`src/rtl/commit_trace_gen.sv`:
```
// commit_trace_gen
//   Producer side of the commit-trace interface consumed by the ISA-test
//   scoreboard. Four tag registers (D=IF/ID, E=ID/EX, M=EX/MEM, W=MEM/WB)
//   follow the 5-stage pipeline. Each tag carries {vld, pc, ctrl, mispred}.
//   The W tag drives the commit record directly. Saturating performance
//   counters accumulate cycles, committed instructions, committed control
//   ops and committed mispredicts.
//
// Ports
//   i_clk          clock, rising edge
//   i_reset        asynchronous active-low reset
//   i_if_pc        pc fetched this cycle
//   i_if_vld       fetch slot holds a real instruction
//   i_stall        load-use stall: hold IF/ID, bubble into ID/EX
//   i_flush        EX-resolved redirect: kill IF/ID and ID/EX
//   i_ex_ctrl      instruction in EX is a branch/jump
//   i_ex_mispred   instruction in EX was mispredicted
//   i_cnt_clr      synchronous clear of all counters
//   o_pc_debug     pc of WB slot
//   o_insn_vld     WB slot is a committed instruction
//   o_ctrl         committed instruction is control-flow
//   o_mispred      committed instruction was mispredicted
//   o_cnt_cycle    cycles since reset/clear
//   o_cnt_insn     committed instructions
//   o_cnt_ctrl     committed control-flow instructions
//   o_cnt_mispred  committed mispredicts
module commit_trace_gen #(
  parameter logic [31:0] RESET_PC = 32'h0,
  parameter int unsigned CNT_W    = 32
) (
  input  logic             i_clk,
  input  logic             i_reset,
  input  logic [31:0]      i_if_pc,
  input  logic             i_if_vld,
  input  logic             i_stall,
  input  logic             i_flush,
  input  logic             i_ex_ctrl,
  input  logic             i_ex_mispred,
  input  logic             i_cnt_clr,
  output logic [31:0]      o_pc_debug,
  output logic             o_insn_vld,
  output logic             o_ctrl,
  output logic             o_mispred,
  output logic [CNT_W-1:0] o_cnt_cycle,
  output logic [CNT_W-1:0] o_cnt_insn,
  output logic [CNT_W-1:0] o_cnt_ctrl,
  output logic [CNT_W-1:0] o_cnt_mispred
);

  typedef struct packed {
    logic        vld;
    logic [31:0] pc;
    logic        ctrl;
    logic        mispred;
  } tag_t;

  localparam tag_t TAG_RST = '{vld: 1'b0, pc: RESET_PC, ctrl: 1'b0, mispred: 1'b0};

  tag_t d_q, d_d;
  tag_t e_q, e_d;
  tag_t m_q, m_d;
  tag_t w_q, w_d;

  logic [CNT_W-1:0] cyc_q, cyc_d;
  logic [CNT_W-1:0] insn_q, insn_d;
  logic [CNT_W-1:0] ctrl_q, ctrl_d;
  logic [CNT_W-1:0] misp_q, misp_d;

  function automatic logic [CNT_W-1:0] sat_inc(input logic [CNT_W-1:0] v,
                                               input logic en);
    return (en && (v != '1)) ? v + CNT_W'(1) : v;
  endfunction

  // Tag pipeline next state. Flush and stall only reach D and E; the EX
  // instruction that raised the flush still moves on to M with its outcome.
  always_comb begin
    d_d = d_q;
    e_d = d_q;
    m_d = e_q;
    w_d = m_q;

    if (i_flush) begin
      d_d = '{vld: 1'b0, pc: i_if_pc, ctrl: 1'b0, mispred: 1'b0};
    end else if (!i_stall) begin
      d_d = '{vld: i_if_vld, pc: i_if_pc, ctrl: 1'b0, mispred: 1'b0};
    end

    // Bubbles keep the pc of the slot they replace so halts stay visible.
    if (i_flush || i_stall) begin
      e_d.vld = 1'b0;
    end

    // Outcome is tagged only onto a real instruction; mispred needs ctrl.
    m_d.ctrl    = e_q.vld & i_ex_ctrl;
    m_d.mispred = e_q.vld & i_ex_ctrl & i_ex_mispred;
  end

  // Counters sample the W tag currently on the outputs.
  always_comb begin
    cyc_d  = sat_inc(cyc_q, 1'b1);
    insn_d = sat_inc(insn_q, w_q.vld);
    ctrl_d = sat_inc(ctrl_q, w_q.ctrl);
    misp_d = sat_inc(misp_q, w_q.mispred);
    if (i_cnt_clr) begin
      cyc_d  = '0;
      insn_d = '0;
      ctrl_d = '0;
      misp_d = '0;
    end
  end

  always_ff @(posedge i_clk or negedge i_reset) begin
    if (!i_reset) begin
      d_q    <= TAG_RST;
      e_q    <= TAG_RST;
      m_q    <= TAG_RST;
      w_q    <= TAG_RST;
      cyc_q  <= '0;
      insn_q <= '0;
      ctrl_q <= '0;
      misp_q <= '0;
    end else begin
      d_q    <= d_d;
      e_q    <= e_d;
      m_q    <= m_d;
      w_q    <= w_d;
      cyc_q  <= cyc_d;
      insn_q <= insn_d;
      ctrl_q <= ctrl_d;
      misp_q <= misp_d;
    end
  end

  assign o_pc_debug    = w_q.pc;
  assign o_insn_vld    = w_q.vld;
  assign o_ctrl        = w_q.ctrl;
  assign o_mispred     = w_q.mispred;
  assign o_cnt_cycle   = cyc_q;
  assign o_cnt_insn    = insn_q;
  assign o_cnt_ctrl    = ctrl_q;
  assign o_cnt_mispred = misp_q;

endmodule

```
`config.mk`:
```
export PLATFORM = sky130hd
export DESIGN_NAME = commit_trace_gen
export DESIGN_NICKNAME = d
export VERILOG_FILES = /design/src/rtl/commit_trace_gen.sv
export SDC_FILE = /design/constraint.sdc
export NUM_CORES = 1
export LEC_CHECK = 0
export CAP_MARGIN = 0
export CORE_ASPECT_RATIO = 1.2
export CORE_MARGIN = 2
export CORE_UTILIZATION = 51
export CTS_BUF_LIST = sky130_fd_sc_hd__clkbuf_8
export DETAILED_ROUTE_END_ITERATION = 10
export HOLD_SLACK_MARGIN = 0.02
export PLACE_DENSITY = 0.88
export SYNTH_ARGS = -nofsm -noshare
export SYNTH_HDL_FRONTEND = slang
export SYNTH_SLANG_ARGS = --single-unit
```
`constraint.sdc`:
```
create_clock -name i_clk -period 2.6 [get_ports i_clk]
set_clock_uncertainty 0.15 [all_clocks]
set_input_delay 0.39 -clock i_clk [delete_from_list [all_inputs] [get_ports i_clk]]
set_output_delay 0.39 -clock i_clk [all_outputs]
set_load 0.01 [all_outputs]
```
==> results by group, run 1 <==
STA
  – Least-Margin Pin Slew: 713 ps
  – FMAX: 0.413 GHz
  – Sum Neg Setup Slack: 0 ps
  – Period Utilization, post-route: 93.1%
  – Max Transition Viols Final: 0
  – Final Hold Viols: 0
  – Final setup viols: 0
  – RSZ-0062 raised after global routing: false
  – Slew margin rel.: 51.2%
  – Final worst-path setup slack: 180 ps
  – Tmin final: 2420 ps

Critical path
  – Critical Path RT: 2870 ps
  – Crit. End Element: flop
  – Crit path max-delay family: simple AND/OR/NAND/NOR gates
  – Crit-path max cell delay: 730 ps
  – Buf/Inv on CP: 0
  – Critical path cell sequence: ha_1, nand2_1, or4_1, nor4_1, mux2_1
  – CP max-delay cell: or4_1
  – Worst path arrival time: 2690 ps
  – Worst Setup Start Kind: flop
  – CP max FO: 10
  – WS Path Type: flop to flop

Routing
  – Initial drt markers: 553
  – Final ANT Viol Nets: 0
  – Vias: 8,573
  – Wirelength per Cell: 18.2 um
  – Router iterations before antenna repair: 5
  – WL final: 27.3 mm
  – DRC viols: 0
  – Average via count per standard cell: 5.71

Die
  – Die area: 0.0229 sq mm
  – Vert. Die Dim: 165 um
  – Die span in x: 139 um
  – Starting density of the core: 51.5%
  – Row count: 59
  – Core footprint: 0.0215 sq mm
  – Io pins: 203

Global route
  – Gr usage total: 23.9%
  – Pin count of the biggest net entering global routing: 74
  – Antenna violations before repair: 1
  – Vias in the first global route: 8,764
  – Remaining global-route overflow: 0
  – First-pass GRT wire length: 44.5 mm

Cells and area
  – Fillers: 1,498
  – Total Nets Final: 1,238
  – Layout cells sized above 1: 13.4%
  – Area delta synth->final: 31.2%
  – Final core occ: 67.6%
  – Final Non-Filler Cells: 1,502

Synth
  – Yosys warnings: 0
  – Post-Syn Area: 0.0111 sq mm
  – Sequential area share after synthesis: 59.7%
  – Syn Nets: 1,000
  – Top-area cell type share of the netlist area: 59.7%
  – Top cells by count, synth: dfrtp_1, nor2_1, a21oi_1, xnor2_1, nand2_1
  – Average cell area after synthesis: 11.6 sq um
  – Synth area leaders: dfrtp_1, xnor2_1, mux2_2, nor2_1, a21oi_1
  – Post-Syn Instances: 956
  – Number of synthesized flops with an enable pin: 0
  – Leading cell type by number of instances after synthesis: dfrtp_1
  – Distinct cells, synth: 60
  – FF+latch count, synth: 264
  – Top cell type by total area after synthesis: dfrtp_1
  – Predominant post-synthesis flop cell: dfrtp_1
  – FFs w/ async S/R, synth: 100%

Clock network
  – Worst-Skew Late Latency: 540 ps
  – H-tree Lvls: 2
  – Reg clk slew, reported paths: 60 ps
  – Root buf cell: clkbuf_8
  – CTS max path bufs: 3
  – CTS tree: built
  – Setup bufs post-CTS: 0
  – CTS Sinks: 264
  – Num CTS Buffers: 41

Placement
  – Final RePlAce weighted congestion: 0.949
  – Placed insts: 1,424
  – Port Buf Inserts: 202
  – Placement Setup Slack: 169 ps
  – DPL Wire Length: 18.8 mm

Status
  – Status: finished clean

Worst hold path
  – Worst min path class: input pin to flop

Power
  – Peak VDD IR: 854 uV
  – Leakage power: 5.78 nW
  – P per Cell Area: 585 mW/mm^2

Run
  – Max-Cap Viols: 0
## power breakdown
part           internal [mW]  total, mW  switching (mW)  leakage (nW)
clock network           2.05       3.73            1.68         0.499
registers               4.28       4.35          0.0703          3.39
logic                  0.202      0.418           0.216          1.89
total                   6.53       8.50            1.96          5.78
## logic make-up (layout without fill, tap and decap cells)
| kind of cell | count (synthesis) | count (layout) | share of synthesized area (%) |
|---|---|---|---|
| AOI/OAI and AO/OA | 153 | 153 | 9.20 |
| muxes | 45 | 45 | 4.52 |
| buffers and inverters | 63 | 334 | 2.44 |
| other | 0 | 1 | 0 |
| DFF | 264 | 264 | 59.7 |
| and+or+nand+nor | 365 | 365 | 18.8 |
| adders and majority gates | 4 | 4 | 0.452 |
| xor gates and xnor gates | 62 | 62 | 4.90 |
## metal layers
metal / track usage (%) / vias to the layer above / wire (um) / share of wire, %
li1: - / 3959 / - / -
met5: 0 / - / 0 / 0
met2: 42.0 / 323 / 14200 / 52
met3: 7.06 / 58 / 2100 / 7.7
met1: 28.4 / 4233 / 10300 / 38
met4: 8.07 / 0 / 724 / 2.6
## flip-flops by register name (all words and copies together), names as in the netlist
signal         flops
d_q               33
e_q               33
m_q               35
o_cnt_ctrl        32
o_cnt_cycle       32
o_cnt_insn        32
o_cnt_mispred     32
o_ctrl             1
o_insn_vld         1
o_mispred          1
o_pc_debug        32
## worst paths after layout
| check | cells after the start | startpoint | slack (ps) | end |
|---|---|---|---|---|
| setup / recovery | 5 | o_cnt_ctrl[0] | 180 | o_cnt_ctrl[22] |
| hold / removal | 3 | i_cnt_clr | 180 | o_cnt_mispred[7] |
| setup reg to reg | 5 | o_cnt_ctrl[0] | 180 | o_cnt_ctrl[22] |
| hold reg to reg | 0 | m_q[8] | 190 | o_pc_debug[6] |
| max in group asynchronous | 3 | i_reset | 1320 | o_cnt_cycle[1] |
| min in group asynchronous | 2 | i_reset | 260 | o_cnt_mispred[7] |
## cells in the final DEF (no fill, tap or decap), types with 22 or more instances in the layout
cell	instances
a211oi_1	22
a21oi_1	55
buf_4	33
clkbuf_8	49
clkdlybuf4s50_1	200
dfrtp_1	264
inv_1	28
mux2_2	33
nand2_1	46
nand3_1	41
nand4_1	43
nor2_1	91
or3_1	34
xnor2_1	49
## through the flow
step	area, sq um	hold WS, ps	total power, mW
floorplan	11100	-55.6	4.53
global placement	13600	181	4.81
detailed placement	13600	185	4.85
CTS	14500	167	8.59
global route	14500	180	8.82
finish	14500	181	8.50
## worst reg2reg max path: cells and delay by family (launching register included)
| kind | cells | cell delay, ps |
|---|---|---|
| multiplexers | 1 | 360 |
| flip-flops | 1 | 400 |
| adder cells (fa/ha/maj) | 1 | 200 |
| AND/OR/NAND/NOR | 3 | 1190 |
## area by class of cell
cell class / instances / area (sq um) / share of cell area (%)
multi-input cells: 629 / 4210 / 29.0
well taps: 274 / 343 / 2.36
clock buffers: 49 / 674 / 4.64
diodes: 1 / 2.50 / 0.0172
clock inverters: 27 / 230 / 1.59
repair buffers: 241 / 2390 / 16.5
flip-flops and latches: 264 / 6610 / 45.5
inverters: 17 / 63.8 / 0.439
## what timing repair did
action,4_1_cts,5_1_grt
resized for setup,0,1
hold endpoints to repair,57,0
endpoints found under the setup margin,0,3
hold buffers,1,0
Power figures use the tool's default switching activity.
==> run 2, diff against run 1 <==
--- a/config.mk
+++ b/config.mk
@@ -5,6 +5,7 @@
 export SDC_FILE = /design/constraint.sdc
 export NUM_CORES = 1
 export LEC_CHECK = 0
+export ABC_AREA = 0
 export CAP_MARGIN = 0
 export CORE_ASPECT_RATIO = 1.2
 export CORE_MARGIN = 2
==> results of run 2 <==
The final DEF is identical to that of run 1; final timing and power are the same.
==> run 3, diff against run 2 <==
==> constraint.sdc (replaced) <==
create_clock -name i_clk -period 2.5 [get_ports i_clk]
set_clock_uncertainty 0.15 [all_clocks]
set_input_delay 0.375 -clock i_clk [delete_from_list [all_inputs] [get_ports i_clk]]
set_output_delay 0.375 -clock i_clk [all_outputs]
set_load 0.01 [all_outputs]
==> results by group, run 3 (synthesized netlist as in run 1, its figures left out) <==
Global route
  – Antenna violations before repair: 0
  – Gr usage total: 24.9%
  – First-pass GRT wire length: 46.4 mm
  – Vias in the first global route: 9,100
  – Pin count of the biggest net entering global routing: 69
  – Remaining global-route overflow: 0

Critical path
  – Worst Setup Start Kind: flop
  – WP depth: 5
  – CP max FO: 7
  – Crit-path max cell delay: 830 ps
  – CP max-delay cell: or4_2
  – Worst-case reg-to-reg path depth: 5
  – Critical Path RT: 2780 ps
  – Crit. End Element: flop
  – Worst path arrival time: 2640 ps
  – Critical path cell sequence: nand4_4, or4_2, a211oi_1, xnor2_1, nor2_1
  – WS Path Type: flop to flop
  – Crit path max-delay family: simple AND/OR/NAND/NOR gates
  – Buf/Inv on CP: 0

Cells and area
  – Most frequent cells in the layout: dfrtp_1, clkdlybuf4s50_1, nor2_1
  – Area delta synth->final: 32.0%
  – Layout cells sized above 1: 14.3%
  – Commonest non-fill, non-tap cell in the layout: dfrtp_1
  – Diode count: 0
  – Post-route design area: 0.0146 sq mm
  – Total Nets Final: 1,255
  – Max reg flops: 35
  – Largest regs: m_q x35, d_q x33, e_q x33
  – Final core occ: 68.0%
  – Biggest register: m_q
  – Fillers: 1,542
  – Final Non-Filler Cells: 1,509

Placement
  – Placed insts: 1,438
  – Final RePlAce weighted congestion: 0.880
  – Placement Setup Slack: 96.2 ps
  – Area post-placement: 0.0137 sq mm
  – Port Buf Inserts: 202
  – DPL Wire Length: 19.3 mm

STA
  – Sum Neg Setup Slack: 0 ps
  – Final Hold Viols: 0
  – FMAX: 0.424 GHz
  – Tmin final: 2360 ps
  – Hold slack: 80.1 ps
  – Final setup viols: 0
  – Final worst-path setup slack: 140 ps
  – Least-Margin Pin Slew: 624 ps
  – Period Utilization, post-route: 94.4%
  – Max Transition Viols Final: 0
  – Slew margin rel.: 57.4%

Power
  – P per Cell Area: 592 mW/mm^2
  – Total power: 8.65 mW
  – Leakage power: 5.84 nW
  – Peak VDD IR: 655 uV

Die
  – Die area: 0.0229 sq mm
  – Row count: 59
  – Vert. Die Dim: 165 um
  – Starting density of the core: 51.5%
  – Core footprint: 0.0215 sq mm
  – Io pins: 203
  – Die span in x: 139 um

Clock network
  – CTS tree: built
  – H-tree Lvls: 2
  – Reg clk slew, reported paths: 60 ps
  – CTS max path bufs: 3
  – CTS Sinks: 264
  – Root buf cell: clkbuf_8
  – Worst-Skew Late Latency: 530 ps
  – Num CTS Buffers: 41

Routing
  – WL final: 28.3 mm
  – Initial drt markers: 567
  – Wirelength per Cell: 18.7 um
  – Vias: 8,767
  – Router iterations before antenna repair: 5
  – Final ANT Viol Nets: 0
  – DRC viols: 0
  – Average via count per standard cell: 5.81

Run
  – Max-Cap Viols: 0

Status
  – Status: finished clean

Worst hold path
  – Hold depth: 2
  – Worst min path class: input pin to flop
[run 3: final cells by class]
type | count | area, sq um | area share (%)
clock inverter | 17 | 148 | 1.01
multi-input combinational | 630 | 4240 | 29.0
inverter | 17 | 63.8 | 0.437
clock buffer | 50 | 688 | 4.71
sequential | 264 | 6610 | 45.2
tap | 274 | 343 | 2.35
timing repair buffer | 257 | 2530 | 17.3
[run 3: path summary, 6_finish.rpt]
kind / slack (ps) / startpoint / endpoint
setup / recovery: 140 / o_cnt_cycle[6] / o_cnt_cycle[14]
hold / removal: 80 / i_cnt_clr / o_cnt_mispred[3]
setup reg to reg: 140 / o_cnt_cycle[6] / o_cnt_cycle[14]
hold reg to reg: 190 / e_q[24] / m_q[24]
max in group asynchronous: 1240 / i_reset / o_pc_debug[11]
min in group asynchronous: 240 / i_reset / o_cnt_insn[25]
[run 3: layer usage]
layer | vias to the layer above | share of wire [%] | track usage, %
met3 | 86 | 7.6 | 6.95
li1 | 3981 | - | -
met4 | 0 | 3.6 | 10.2
met1 | 4341 | 37 | 28.7
met5 | - | 0 | 0
met2 | 359 | 52 | 44.1
[run 3: power breakdown]
group / internal, mW / total (mW) / switching [mW]
clock: 2.02 / 3.67 / 1.65
combinational: 0.219 / 0.447 / 0.228
sequential: 4.46 / 4.53 / 0.0727
total: 6.70 / 8.65 / 1.95
[run 3: timing repair]
item,4_1_cts,5_1_grt
endpoints found under the hold margin,81,0
buffers inserted,0,2
resized for setup,0,4
hold buffers,1,0
setup endpoints to repair,0,15
